===== src/rtl/eth_pkt_sched.sv =====
// Ethernet packet scheduler: splits a byte transfer into UDP packets as the TX
// FIFO fills, with an optional timeout flush of partial packets.
module eth_pkt_sched #(
  parameter int TOTAL_W     = 32,
  parameter int CNT_W       = 12,
  parameter int MAX_PKT     = 1024,
  parameter bit FLUSH_EN    = 1'b1,
  parameter int TIMEOUT_CYC = 125000,
  parameter int GAP_CYC     = 4
) (
  input  logic               clk,
  input  logic               reset_n,
  input  logic               restart_req,
  input  logic [TOTAL_W-1:0] total_data_num,
  input  logic [CNT_W-1:0]   fifo_rd_cnt,
  input  logic               eth_tx_done,
  output logic               pkt_tx_en,
  output logic [15:0]        pkt_length,
  output logic               busy,
  output logic               xfer_done,
  output logic [TOTAL_W-1:0] sent_bytes,
  output logic [15:0]        flush_cnt
);

  localparam int TMR_W = $clog2(TIMEOUT_CYC + 1);
  localparam int GAP_W = $clog2(GAP_CYC + 1);
  localparam logic [TOTAL_W-1:0] MAX_PKT_T = TOTAL_W'(MAX_PKT);
  localparam logic [TMR_W-1:0]   TMR_LAST  = TMR_W'(TIMEOUT_CYC - 1);
  localparam logic [GAP_W-1:0]   GAP_LAST  = GAP_W'(GAP_CYC - 1);
  localparam logic [15:0]        MAX_LEN   = 16'(MAX_PKT);

  typedef enum logic [2:0] {
    S_IDLE,
    S_WAIT_DATA,
    S_SEND,
    S_WAIT_DONE,
    S_GAP,
    S_DONE
  } state_t;

  state_t state, next_state, start_state;

  logic               restart_q;
  logic               restart_edge;
  logic               restart_now;
  logic               restart_hold;
  logic               apply_pend;
  logic               pend;
  logic [TOTAL_W-1:0] pend_total;
  logic [TOTAL_W-1:0] remaining;
  logic [TOTAL_W-1:0] chunk;
  logic [TOTAL_W-1:0] fifo_ext;
  logic               full_ok;
  logic               flush_ok;
  logic [TMR_W-1:0]   timer;
  logic [GAP_W-1:0]   gap_cnt;

  // NOTE: the edge register is deliberately outside reset so it tracks
  // restart_req during reset; a level held high through reset is no edge.
  always_ff @(posedge clk) begin
    restart_q <= restart_req;
  end

  assign restart_edge = restart_req & ~restart_q;
  assign start_state  = (total_data_num != '0) ? S_WAIT_DATA : S_DONE;

  // Edges in SEND/WAIT_DONE are parked until the packet and its gap complete.
  assign restart_now  = restart_edge && (state inside {S_IDLE, S_WAIT_DATA, S_GAP, S_DONE});
  assign restart_hold = restart_edge && (state inside {S_SEND, S_WAIT_DONE});
  assign apply_pend   = (state == S_GAP) && (gap_cnt == GAP_LAST) && pend && !restart_edge;

  assign fifo_ext = TOTAL_W'(fifo_rd_cnt);
  assign chunk    = (remaining < MAX_PKT_T) ? remaining : MAX_PKT_T;
  assign full_ok  = (chunk != '0) && (fifo_ext >= chunk);
  assign flush_ok = FLUSH_EN && (fifo_ext != '0) && (fifo_ext < chunk) && (timer == TMR_LAST);

  always_ff @(posedge clk) begin
    if (!reset_n) begin
      state <= S_IDLE;
    end else begin
      state <= next_state;
    end
  end

  // NOTE: next_state takes its default first so no path leaves it unassigned,
  // which would otherwise infer a latch.
  always_comb begin
    next_state = state;
    case (state)
      S_IDLE: begin
        if (restart_edge) next_state = start_state;
      end
      S_WAIT_DATA: begin
        if (restart_edge)             next_state = start_state;
        else if (full_ok || flush_ok) next_state = S_SEND;
      end
      S_SEND: begin
        next_state = S_WAIT_DONE;
      end
      S_WAIT_DONE: begin
        if (eth_tx_done) next_state = S_GAP;
      end
      S_GAP: begin
        if (restart_edge) begin
          next_state = start_state;
        end else if (gap_cnt == GAP_LAST) begin
          if (pend) next_state = (pend_total != '0) ? S_WAIT_DATA : S_DONE;
          else      next_state = (remaining != '0) ? S_WAIT_DATA : S_DONE;
        end
      end
      S_DONE: begin
        next_state = restart_edge ? start_state : S_IDLE;
      end
      default: next_state = S_IDLE;
    endcase
  end

  always_comb begin
    pkt_tx_en = (state == S_SEND);
    busy      = (state != S_IDLE);
    xfer_done = (state == S_DONE);
  end

  always_ff @(posedge clk) begin
    if (!reset_n) begin
      remaining  <= '0;
      sent_bytes <= '0;
      pend       <= 1'b0;
      pend_total <= '0;
      pkt_length <= '0;
      flush_cnt  <= '0;
      timer      <= '0;
      gap_cnt    <= '0;
    end else begin
      if (restart_now) begin
        remaining  <= total_data_num;
        sent_bytes <= '0;
        pend       <= 1'b0;
      end else if (apply_pend) begin
        remaining  <= pend_total;
        sent_bytes <= '0;
        pend       <= 1'b0;
      end else if (state == S_SEND) begin
        remaining  <= remaining - TOTAL_W'(pkt_length);
        sent_bytes <= sent_bytes + TOTAL_W'(pkt_length);
      end

      if (restart_hold) begin
        pend       <= 1'b1;
        pend_total <= total_data_num;
      end

      // A full chunk wins over a flush when both could apply.
      if ((state == S_WAIT_DATA) && !restart_edge && (full_ok || flush_ok)) begin
        if (full_ok) begin
          pkt_length <= 16'(chunk);
        end else begin
          pkt_length <= 16'(fifo_ext);
          if (flush_cnt != 16'hFFFF) flush_cnt <= flush_cnt + 16'd1;
        end
      end

      if ((state == S_WAIT_DATA) && (next_state == S_WAIT_DATA) && !restart_edge &&
          (fifo_rd_cnt != '0)) begin
        if (timer != TMR_LAST) timer <= timer + TMR_W'(1);
      end else begin
        timer <= '0;
      end

      if ((state == S_GAP) && (next_state == S_GAP)) begin
        gap_cnt <= gap_cnt + GAP_W'(1);
      end else begin
        gap_cnt <= '0;
      end
    end
  end

  a_len_legal: assert property (@(posedge clk) disable iff (!reset_n)
    pkt_tx_en |-> ((pkt_length != 16'd0) && (pkt_length <= MAX_LEN)));

  a_pulses_exclusive: assert property (@(posedge clk) disable iff (!reset_n)
    !(pkt_tx_en && xfer_done));

endmodule


===== config.mk =====
export PLATFORM = sky130hd
export DESIGN_NAME = eth_pkt_sched
export DESIGN_NICKNAME = d
export VERILOG_FILES = /design/src/rtl/eth_pkt_sched.sv
export SDC_FILE = /design/constraint.sdc
export NUM_CORES = 1
export LEC_CHECK = 0
export ABC_AREA = 1
export ABC_CLOCK_PERIOD_IN_PS = 3700
export BUFFER_PORTS_ARGS = -buffer_cell sky130_fd_sc_hd__clkbuf_2
export CAP_MARGIN = 20
export CORE_ASPECT_RATIO = 0.6
export CORE_MARGIN = 5
export CORE_UTILIZATION = 45
export DETAILED_ROUTE_END_ITERATION = 10
export GPL_ROUTABILITY_DRIVEN = 0
export HOLD_SLACK_MARGIN = 0.1
export SLEW_MARGIN = 0
export SYNTH_ARGS = -nofsm -noshare
export SYNTH_HDL_FRONTEND = slang
export SYNTH_SLANG_ARGS = --single-unit

===== constraint.sdc =====
create_clock -name clk -period 3.7 [get_ports clk]
set_input_delay 0.555 -clock clk [delete_from_list [all_inputs] [get_ports clk]]
set_output_delay 0.555 -clock clk [all_outputs]
set_load 0.005 [all_outputs]

# Word level (Yosys, flattened, before mapping)
# Index checks and enable logic that the tools add are counted.
# word_totals
reg_bits,153
latch_bits,0
ramBits,0
rom_bits,0
in_bits,48
out_inout_bits,67
elab_cells,85
mem_count,0
# classes
n_addsub,5
mul,0
div,0
order_cmp,3
eq_ne,11
n_shift,0
muxes,20
bitwise,4
reduce_logical,32
# ops
op,n
$reduce_bool 32->1,5
$mux 32,4
$mux 3,11
$add 32x16->32,1
$ge 12x32->1,1
$lt 12x32->1,1
$lt 32x11->1 const B,1
$sub 32x16->32,1
$pmux 3 s6,1
$add 17x1->17 const B,1
$eq 17x17->1 const B,1
$ne 17x17->1 const B,1
$add 16x1->16 const B,1
$mux 16,1
$ne 16x16->1 const B,1
$logic_and 1x1->1,14
$reduce_bool 12->1,1
$eq 3x2->1 const B,3
$eq 3x3->1 const B,3
$reduce_bool 3->1,3
$eq 3x1->1 const B,2
$reduce_and 2->1,2
$reduce_bool 4->1,1
$add 3x1->3 const B,1
other kinds (9),13

# Depth between registers and ports, before layout
# Gate-level depths: netlist of the first run.
# depth
ltp_word,14
depth_mapped,25
ltp_nobuf,23

# Worst setup path before layout of the first run
# Ideal clock, no wire load.
# synth_path
path_kind,reg2reg
startpoint,register remaining[16]
endpoint,register flush_cnt[13]
setup_ns,0.071
arrival_time_ns,2.480
setup_slack_ns,1.150
stages_incl_launch_ff,24
path_buffers,1
cell_sequence,dfxtp_1 -> nor2_2 -> nand2_2 -> inv_2 -> nand2_2 -> nor2_4 -> nand2_4 -> inv_6 -> nand2_1 -> ha_1 -> nand2_1 -> inv_1 -> nand2_1 -> nand2_1 -> nand2_1 -> nand2_1 -> nand2_1 -> nand2_1 -> nor2_2 -> nand3_2 -> nor2_4 -> buf_6 -> nand2_1 -> a21oi_1
# synth_between
elab_chain_cells,8
word_cells_on_any_way,12
cone_classes,order compare (3); mux (1); bitwise (1); reduce/logical (7)
# synth_rtl
item,line,text
"start, declared",50,logic [TOTAL_W-1:0] remaining;
"start signal, assigned",136,remaining <= total_data_num;
"start signal, assigned",140,remaining <= pend_total;
"start signal, assigned",144,remaining <= remaining - TOTAL_W'(pkt_length);
$lt 32x11->1,73,assign chunk = (remaining < MAX_PKT_T) ? remaining : MAX_PKT_T;
$mux 32 (*),73,
$lt 12x32->1,75,assign flush_ok = FLUSH_EN && (fifo_ext != '0) && (fifo_ext < chunk) && (timer == TMR_LAST);
$logic_and 1x1->1 (2 in series),75,
$logic_or 1x1->1,154,if ((state == S_WAIT_DATA) && !restart_edge && (full_ok || flush_ok)) begin
$logic_and 1x1->1,154,
$reduce_and 3->1 (no line) (*),-,
"end signal, assigned",159,if (flush_cnt != 16'hFFFF) flush_cnt <= flush_cnt + 16'd1;
"end, declared",22,output logic [15:0] flush_cnt
# Every way passes the cells marked *; elsewhere a longest branch is shown, timed or not.
# A chain may end at the register's enable or synchronous reset.

# Worst setup path in the final report of the first run
# layout_path
startpoint,register remaining[25]
endpoint,register timer[10]
# layout_between
elab_chain_cells,14
word_cells_on_any_way,22
cone_classes,order compare (3); eq/ne (1); mux (8); reduce/logical (10)
# layout_rtl
item,line,text
$lt 32x11->1,73,
$mux 32,73,
$lt 12x32->1,75,
$logic_and 1x1->1 (2 in series),75,
$logic_or 1x1->1,95,else if (full_ok || flush_ok) next_state = S_SEND;
$mux 3,95,
$mux 3,94,if (restart_edge) next_state = start_state;
$pmux 3 s6 (*),89,case (state)
$eq 3x1->1 (*),163,if ((state == S_WAIT_DATA) && (next_state == S_WAIT_DATA) && !restart_edge &&
$logic_and 1x1->1 (*) (3 in series),163,
$reduce_and 2->1 (no line) (*),-,
"end signal, assigned",165,if (timer != TMR_LAST) timer <= timer + TMR_W'(1);
"end, declared",55,logic [TMR_W-1:0] timer;
# Marks and branches as above.

==> results list, run 1 <==
- At the worst endpoint, the required time is a little over 4 ns.
* Slew HR: a little over two fifths
* Number of post-CTS setup repair buffers: 0
* Fraction of the yosys area taken by sequential cells: between 30 and 40%
* Largest net degree at the start of global routing: 54
* Top-level I/O count: roughly 120
- The layout has 2287 filler cells.
- Worst clock skew: 0.0120 ns
* Area added between synthesis and finish: 14.5%
- Crit path launch type: flop
- Primary FF master, synth: sky130_fd_sc_hd__dfxtp_1
- Hpwl dp: ~26000 um
- Count of state elements after synthesis: around 150
- Setup repair after global routing left no endpoint under its margin.
* PortBufs: around 110
- Share of total power in the clock network: ~38%
- P per Cell Area: 447 nW/um^2
* Cell Area, Synth: 10100 sq um
- Of the total power, combinational logic draws roughly 28%.
- Clock-pin slew was measured on the worst setup and hold paths at 0.07 ns.
- The floorplan step defined a die boundary enclosing 25700 sq um.
* Gate family responsible for the most delay along the worst path: simple AND/OR/NAND/NOR gates
- # DRC: 0
- Dividing the final minimum period by the clock period gives 88.8%.
* Core area: roughly 22000 sq um
- The path class of the tightest hold or removal check is in2reg.
- Number of CTS-inserted buffers: 17
- Number of cells on the critical path: 19
- Final Max Slew Viols: 0
- Once layout is complete, the utilization of the core stands at 52.4%.
- Number of global-route vias before repair: 9444
- Max stage delay cell, worst path: sky130_fd_sc_hd__dfxtp_1
- The worst path in the final design needs a cycle of 3.29 ns, including I/O delays and setup.
* Count of synthesis-stage warnings from yosys: 0
- Critical Path, Cell by Cell: inv_1, nand2_1, nor2_1, nand2_1, nor2_4, nand2_4, nor2_1, inv_1, ha_1, a21o_1, nor2_1, nand2_1, nand2_1, nand3_1, nand2_4, o21ai_2, nand2_8, nand4_4, nor2_1
- In this run the worst setup path terminates at timer[10].
* Number of vias in the routed layout: about 11k
- The startpoint identified for the worst register-to-register timing path is remaining[25].
* Total Routing Usage GR: between 20% and 30%
- Transition time at the pin with the least slew margin: roughly 0.86 ns
* Post-synthesis area per instance: 6.39 sq um
* Static leakage power: around 5.5 nW
* Top cell type's share of synthesized area: 30.3%
* Clock insertion delay at the later pin of the skew report: approximately 0.44 ns
- The worst setup path is of the reg2reg kind.
- Cells with a size suffix above 1 make up between 10% and 20% of the layout.
- For this run, the post-layout net count is 1779.
- Detailed-router iteration count before antenna repair: 5
- Endpoint of the most critical register-to-register path: timer[10]
- Overall routed net length: 34100 um
* Setup total negative slack: 0 ns
- Launch point of the worst path: remaining[25]
- The synthesized design contains 0 enable-type register cells.
- Number of standard cells after synthesis: around 1.6k
- The tree built by TritonCTS fans out to 153 sinks.
- Measured in cells, the most critical reg-to-reg path has a length of 19.
* Cell Rows: 42
- Cell internal power was estimated by the tool at approximately 0.0033 W.
- TritonCTS built the clock tree.
- Initial DRC Count: 1006
- For flop-to-flop paths, the worst setup slack is between 0.4 and 0.5 ns.
- Cell taking the most area after synthesis: sky130_fd_sc_hd__dfxtp_1
- IR Drop Worst-Case VDD: 0.000366 V
* ANT nets after route: 0
* Run status: completed
- Share of total power in sequential cells: between 30% and 40%
* Routed wire per std cell: approximately 17 um
- Delay of the slowest cell on the worst path: ~0.32 ns
* Most frequent standard cell in the layout excluding fill and tap cells: sky130_fd_sc_hd__nand2_1
- Final setup vio count: 0
* Library cell used as clock root buffer: sky130_fd_sc_hd__clkbuf_16
* Hold Fails Final Rpt: 0
- Of all nets on the critical path, the largest fanout is 29.
* H-tree Lvls: 4
- The number of buffers and inverters on the critical path is 2.
- Routed vias/inst: 5.40
- Post-synthesis async set-or-reset flop share: 0%
- Deepest clock path buffer count: 2
* Data arrival time of the worst path: about 3.7 ns
- The first global-routing pass estimated 53100 um of wire.
- In the layout the commonest cells are 329 x sky130_fd_sc_hd__nand2_1, 237 x sky130_fd_sc_hd__inv_1, 190 x sky130_fd_sc_hd__nor2_1, 156 x sky130_fd_sc_hd__a21oi_1, 153 x sky130_fd_sc_hd__dfxtp_1.
- Antenna cells: 0
- Synthesized Nets: around 1.7k
- The number of antenna violations at the first check in global routing is 0.
- Cell types with the largest area share after synthesis: sky130_fd_sc_hd__dfxtp_1 30%, sky130_fd_sc_hd__nand2_1 12%, sky130_fd_sc_hd__inv_1 8.8%
* Remaining global-route overflow: 0
* Net switching power: 0.00183 W
* Die span in x: between 200 and 250 um
- Switching Share: between 30% and 40%
- The tool flagged a number of max-cap violations equal to 0.
* Max frequency: 304 MHz
- Vertical die dimension: roughly 130 um
* Yosys cell types: 49
- Critical path endpoint category: flop
- The initial utilization of the core area, before any placement, comes to about 46%.
[state kept, by name, summed over array words and instances (netlist names)]
name and cells:
flush_cnt 16, gap_cnt 3, state 3, pend 1, restart_q 1, sent_bytes 32, pend_total 32, timer 17
pkt_length 16, remaining 32
[worst min-delay path by stage]
stage | startpoint | to | depth (start not counted)
final | restart_req | restart_q | 1
after CTS | restart_req | restart_q | 1
after floorplan | gap_cnt[0] | gap_cnt[0] | 1
after global placement | gap_cnt[0] | gap_cnt[0] | 1
after global routing | restart_req | restart_q | 1
after detailed placement | gap_cnt[0] | gap_cnt[0] | 1
[Yosys cell counts (2+ instances only)]
| master | number |
|---|---|
| sky130_fd_sc_hd__and2_1 | 2 |
| sky130_fd_sc_hd__nand3_2 | 2 |
| sky130_fd_sc_hd__o221ai_1 | 5 |
| sky130_fd_sc_hd__o22ai_1 | 17 |
| sky130_fd_sc_hd__buf_6 | 4 |
| sky130_fd_sc_hd__a211oi_1 | 3 |
| sky130_fd_sc_hd__a31oi_1 | 5 |
| sky130_fd_sc_hd__inv_2 | 9 |
| sky130_fd_sc_hd__a221oi_1 | 3 |
| sky130_fd_sc_hd__o21bai_1 | 10 |
| sky130_fd_sc_hd__xor2_1 | 33 |
| sky130_fd_sc_hd__o211ai_1 | 5 |
| sky130_fd_sc_hd__nor2_4 | 2 |
| sky130_fd_sc_hd__o21a_1 | 2 |
| sky130_fd_sc_hd__or2_2 | 2 |
| sky130_fd_sc_hd__a21oi_1 | 156 |
| sky130_fd_sc_hd__nor3_1 | 23 |
| sky130_fd_sc_hd__nand2_2 | 4 |
| sky130_fd_sc_hd__buf_1 | 3 |
| sky130_fd_sc_hd__ha_1 | 48 |
| sky130_fd_sc_hd__nand4_1 | 32 |
| sky130_fd_sc_hd__inv_1 | 237 |
| sky130_fd_sc_hd__buf_2 | 8 |
| sky130_fd_sc_hd__clkbuf_1 | 31 |
| sky130_fd_sc_hd__fa_1 | 2 |
| sky130_fd_sc_hd__nand2_1 | 329 |
| sky130_fd_sc_hd__dfxtp_1 | 153 |
| sky130_fd_sc_hd__nand3b_1 | 5 |
| sky130_fd_sc_hd__nor4_1 | 15 |
| sky130_fd_sc_hd__nor2_1 | 193 |
| sky130_fd_sc_hd__o21ai_0 | 106 |
| sky130_fd_sc_hd__nand3_1 | 92 |
| sky130_fd_sc_hd__nand2_4 | 4 |
| sky130_fd_sc_hd__xnor2_1 | 12 |
| sky130_fd_sc_hd__a21oi_2 | 2 |
| sky130_fd_sc_hd__nor2_2 | 7 |
| sky130_fd_sc_hd__a21o_1 | 5 |
[cell families after synthesis]
group	after synthesis	synth area share, %
adder cells (fa/ha/maj)	50	6.34
multiplexers	1	0.0990
other	1	0.0371
AO/OA/AOI/OAI	321	17.2
buffers and inverters	294	11.4
XOR/XNOR	45	3.90
AND/OR/NAND/NOR	718	30.8
flip-flops	153	30.3
[layout make-up]
| class | instances | area [sq um] | share of cell area, % |
|---|---|---|---|
| inverters | 248 | 936 | 8.09 |
| multi-input cells | 1136 | 5920 | 51.1 |
| flip-flops and latches | 153 | 3060 | 26.5 |
| well taps | 286 | 358 | 3.09 |
| repair buffers | 125 | 653 | 5.64 |
| clock inverters | 13 | 215 | 1.86 |
| clock buffers | 18 | 429 | 3.71 |
[per-stage QoR]
step / area, sq um / hold WS (ns) / instances / total power, W / setup slack, ns
3_5_place_dp: 10900 / 0.417 / 1948 / 0.00316 / 0.387
6_report: 11600 / 0.238 / 1979 / 0.00517 / 0.414
4_1_cts: 11600 / 0.227 / 1979 / 0.00513 / 0.388
2_1_floorplan: 10100 / 0.399 / 1583 / 0.00272 / 1.15
5_1_grt: 11600 / 0.232 / 1979 / 0.00542 / 0.00880
3_3_place_gp: 10900 / 0.414 / 1948 / 0.00316 / 0.563
[power groups by stage]
| stage | clock network [W] | registers (W) | logic, W |
|---|---|---|---|
| 2_1_floorplan | 0 | 0.00178 | 0.000943 |
| 3_3_place_gp | 0 | 0.00180 | 0.00136 |
| 3_5_place_dp | 0 | 0.00180 | 0.00136 |
| 4_1_cts | 0.00199 | 0.00177 | 0.00137 |
| 5_1_grt | 0.00207 | 0.00177 | 0.00157 |
| 6_report | 0.00196 | 0.00177 | 0.00144 |
[layer usage]
metal	GRT usage [%]	share of wire [%]
met1	43.3	52
met2	30.5	34
met3	10.5	13
met4	4.20	0.73
met5	0	0
[what timing repair did]
action | in CTS | in global routing
hold buffers | 0 | 0
gates resized for setup | 0 | 1
endpoints found under the setup margin | 0 | 14
No activity file was read; power rests on OpenSTA's default activity.
==> run 2, diff against run 1 <==
ABC_AREA = not set   (was 1)
MAX_ROUTING_LAYER = met4   (was not set)
==> results list, run 2 <==
- Delay of the slowest cell on the worst path: 0.53 ns (+0.21 ns)
* Number of standard cells after synthesis: 1109 (-30%)
- The area growth from synthesis to layout is 25.9%.
- The run finished, with violations left.
* Worst clock skew: 0.0106 ns (-0.00133 ns)
- ANT nets after route: 0 (unchanged)
- Hold crit path type: in2reg
- The length of the first detailed-routing pass in iterations came to 9 (+4).
* Max frequency: 266 MHz (-13%)
- TritonCTS built the clock tree.
* Most frequent cells after synthesis: 166 x sky130_fd_sc_hd__nand2_1, 153 x sky130_fd_sc_hd__dfxtp_1, 97 x sky130_fd_sc_hd__nor2_1
- The worst path setup slack after routing is -0.0563 ns (-0.470 ns).
- Crit-path max FO: 8 (-72%)
* Die span in x: 190 um (-6.7%)
- Switching Share: 30.8% (-4.6 points)
- Number of maximum-capacitance violations: 0 (unchanged)
* Clock insertion delay at the later pin of the skew report: 0.44 ns (about the same)
- Max stage delay cell, worst path: sky130_fd_sc_hd__or4_4
- The setup slack after placement came to -0.182 ns (-0.569 ns).
- The total CTS buffers is 17 (unchanged).
- IR Drop Worst-Case VDD: 0.000340 V (-7.1%)
* Critical path data required time: 4.02 ns (-0.04 ns)
- The count of warnings emitted by yosys came to 0 (unchanged).
- Clock transition at the register clock pins on the worst setup and hold paths after CTS: 0.07 ns (about the same)
* Count of flip-flops with a built-in enable after synthesis: 0 (unchanged)
* Critical Path, Cell by Cell: or4_4, or2_4, buf_6, nor4_4, buf_12, buf_4, nand2_2, ha_4, nor2b_4, o211ai_1, a21boi_4, nor4bb_4, buf_4, o21ai_4, or3_1, xor2_1, nor2_1
- The largest registers in the layout are pend_total (32), remaining (32), sent_bytes (32).
- Crit path top cell by count: sky130_fd_sc_hd__buf_4
- The number of antenna violations at the first check in global routing was 0 (unchanged).
* Number of global-route vias before repair: 7928 (-16%)
- The sum of negative setup slack came to -0.144 ns (-0.144 ns).
- The average vias per placed instance is 5.89 (+9.2%).
* Worst hold margin: 0.258 ns (+0.0201 ns)
* Most frequent standard cell in the layout excluding fill and tap cells: sky130_fd_sc_hd__nand2_1
* Share of layout cells above drive strength 1: 22.4% (+11 points)
* # DRC: 0 (unchanged)
- The largest buffer count on any clock path was 2 (unchanged).
- Clock period minus final worst setup slack: 3.76 ns (+0.470 ns)
* Data arrival time of the worst path: 4.08 ns (+0.43 ns)
* Net switching power: 0.00139 W (-24%)
- The total I/O pin count is 115 (unchanged).
* Crit path launch type: flop
- Cell taking the most area after synthesis: sky130_fd_sc_hd__dfxtp_1
* Fraction of the yosys area taken by sequential cells: 35.1% (+4.8 points)
- Cell Rows: 39 (-7.1%)
- Antenna cells: 0 (unchanged)
* Yosys cell types: 72 (+47%)
* Proportion of power drawn by combinational gates: 22.8% (-5.0 points)
* Transition time at the pin with the least slew margin: 0.798 ns (-0.0638 ns)
- GRT met1 Usage: 39.4% (-3.8 points)
* PortBufs: 114 (unchanged)
- Synthesized Nets: 1207 (-28%)
* Static leakage power: 4.23 nW (-23%)
- GR Util met2: 30.8% (+0.34 points)
* Tot Pwr: 0.00452 W (-13%)
- Slew HR: 46.3% (+4.0 points)
- The final cell utilization of the core was 57.8% (+5.4 points).
- Initial DRC Count: 898 (-11%)
- The met3 usage is 7.79% (-2.7 points).
- Die Outline Area: 22400 sq um (-13%)
- CTS hold repair buffers: 0 (unchanged)
* Worst setup path category: reg2reg
- The top cell type's share of synthesized area is 35.1% (+4.8 points).
- The first-pass GRT wire length came to 44300 um (-17%).
- Commonest cells after routing, fill and taps aside: 155 x sky130_fd_sc_hd__nand2_1, 151 x sky130_fd_sc_hd__dfxtp_1, 114 x sky130_fd_sc_hd__clkbuf_2, 95 x sky130_fd_sc_hd__nor2_1, 90 x sky130_fd_sc_hd__a21oi_1
- The area of the core region is 19000 sq um (-14%).
- Total Routing Usage GR: 25.2% (-0.95 points)
* P per Cell Area: 411 nW/um^2 (-8.1%)
* Post-synthesis area per instance: 7.87 sq um (+23%)
- The ratio of final minimum period to clock period was 102% (+13 points).
- Library cell used as clock root buffer: sky130_fd_sc_hd__clkbuf_16
* Cell types with the largest area share after synthesis: sky130_fd_sc_hd__dfxtp_1 35%, sky130_fd_sc_hd__nand2_1 7.1%, sky130_fd_sc_hd__ha_1 6.9%
* Post-synthesis async set-or-reset flop share: 0% (unchanged)
- The level count of the clock H-tree is 4 (unchanged).
- Most common cell in the netlist: sky130_fd_sc_hd__nand2_1
- The residual overflow from global routing is 0 (unchanged).
* Layer carrying the most global-route usage: met1
- Violations in the final reports: setup timing
- The height of the die was 118 um (-6.5%).
- TritonCTS sink count: 153 (unchanged)
- The number of nets in the finished design came to 1357 (-24%).
* Overall routed net length: 28600 um (-16%)
- RSZ-0062 raised after global routing: yes
* Final setup vio count: 5 (+5)
- The worst setup path is captured at a flop.
- The most used flip-flop cell after synthesis is sky130_fd_sc_hd__dfxtp_1.
- Cell Area, Synth: 8730 sq um (-14%)
* Internal power: 0.00312 W (-6.4%)
- Final Max Slew Viols: 0 (unchanged)
- Fillers: 1726 (-25%)
- The largest net degree at the start of global routing is 72 (+33%).
- Routed wire per std cell: 18.8 um (+9.5%)
- Number of vias in the routed layout: 8943 (-16%)
* Hpwl dp: 20400 um (-23%)
- Share of total power in the clock network: 38.8% (+0.9 points)
- Initial core utilization: 45.9% (+0.079 points)
- Share of total power in sequential cells: 38.4% (+4.1 points)
- Count of state elements after synthesis: 153 (unchanged)
- Hold Fails Final Rpt: 0 (unchanged)
## run 2: final timing paths
check,startpoint,slack (ns),depth (start not counted),end
max reg2reg,remaining[19],-0.06,17,flush_cnt[5]
min,restart_req,0.26,1,restart_q
min reg2reg,remaining[22],0.47,2,remaining[22]
max,remaining[19],-0.06,17,flush_cnt[5]
## run 2: logic make-up after synthesis
logic type      count (synthesis)  synth area share [%]
other cells                     1                0.0429
fa+ha+maj                      50                  7.34
compound gates                263                  19.7
buf+inv                        85                  3.81
flops                         153                  35.1
simple gates                  490                  27.3
xor+xnor                       65                  6.52
mux                             2                 0.229
## run 2: through the flow
stage                     instance area [sq um]  instances
after floorplan                            8760       1109
after global placement                     9880       1471
after detailed placement                   9900       1472
after CTS                                 10700       1514
after global routing                      11000       1518
final                                     11000       1518
## run 2: layout make-up
cell class,instances,area (sq um),share of cell area [%]
multi-input combinational,871,5740,52.2
timing repair buffer,180,1170,10.7
clock buffer,18,429,3.90
sequential,153,3070,27.9
clock inverter,14,146,1.33
tap,246,308,2.80
inverter,36,135,1.23
## run 2: what timing repair did
action,4_1_cts,5_1_grt
endpoints found under the setup margin,29,51
resized for setup,30,47
hold endpoints to repair,0,0
buffers inserted,9,6
pin swaps,15,33
cloned,1,0
## run 2: worst max-delay path: cells and delay by family (launching register included)
kind	cells	cell delay, ns
fa+ha+maj	1	0.25
flops	1	0.32
simple gates	8	1.87
buf+inv	4	0.59
xor+xnor	1	0.13
compound gates	3	0.48
## run 2: power by group through the flow
stage               Combinational, W  Clock [W]  Sequential [W]
finish                       0.00103    0.00175         0.00173
global route                 0.00112    0.00185         0.00173
CTS                         0.000939    0.00177         0.00173
detailed placement          0.000874          0         0.00176
global placement            0.000871          0         0.00176
floorplan                   0.000575          0         0.00175
## run 2: layer usage
metal | wire (um) | share of wire, %
met1 | 14500 | 51
met2 | 10800 | 38
met3 | 2980 | 10
met4 | 336 | 1.2
met5 | 0 | 0
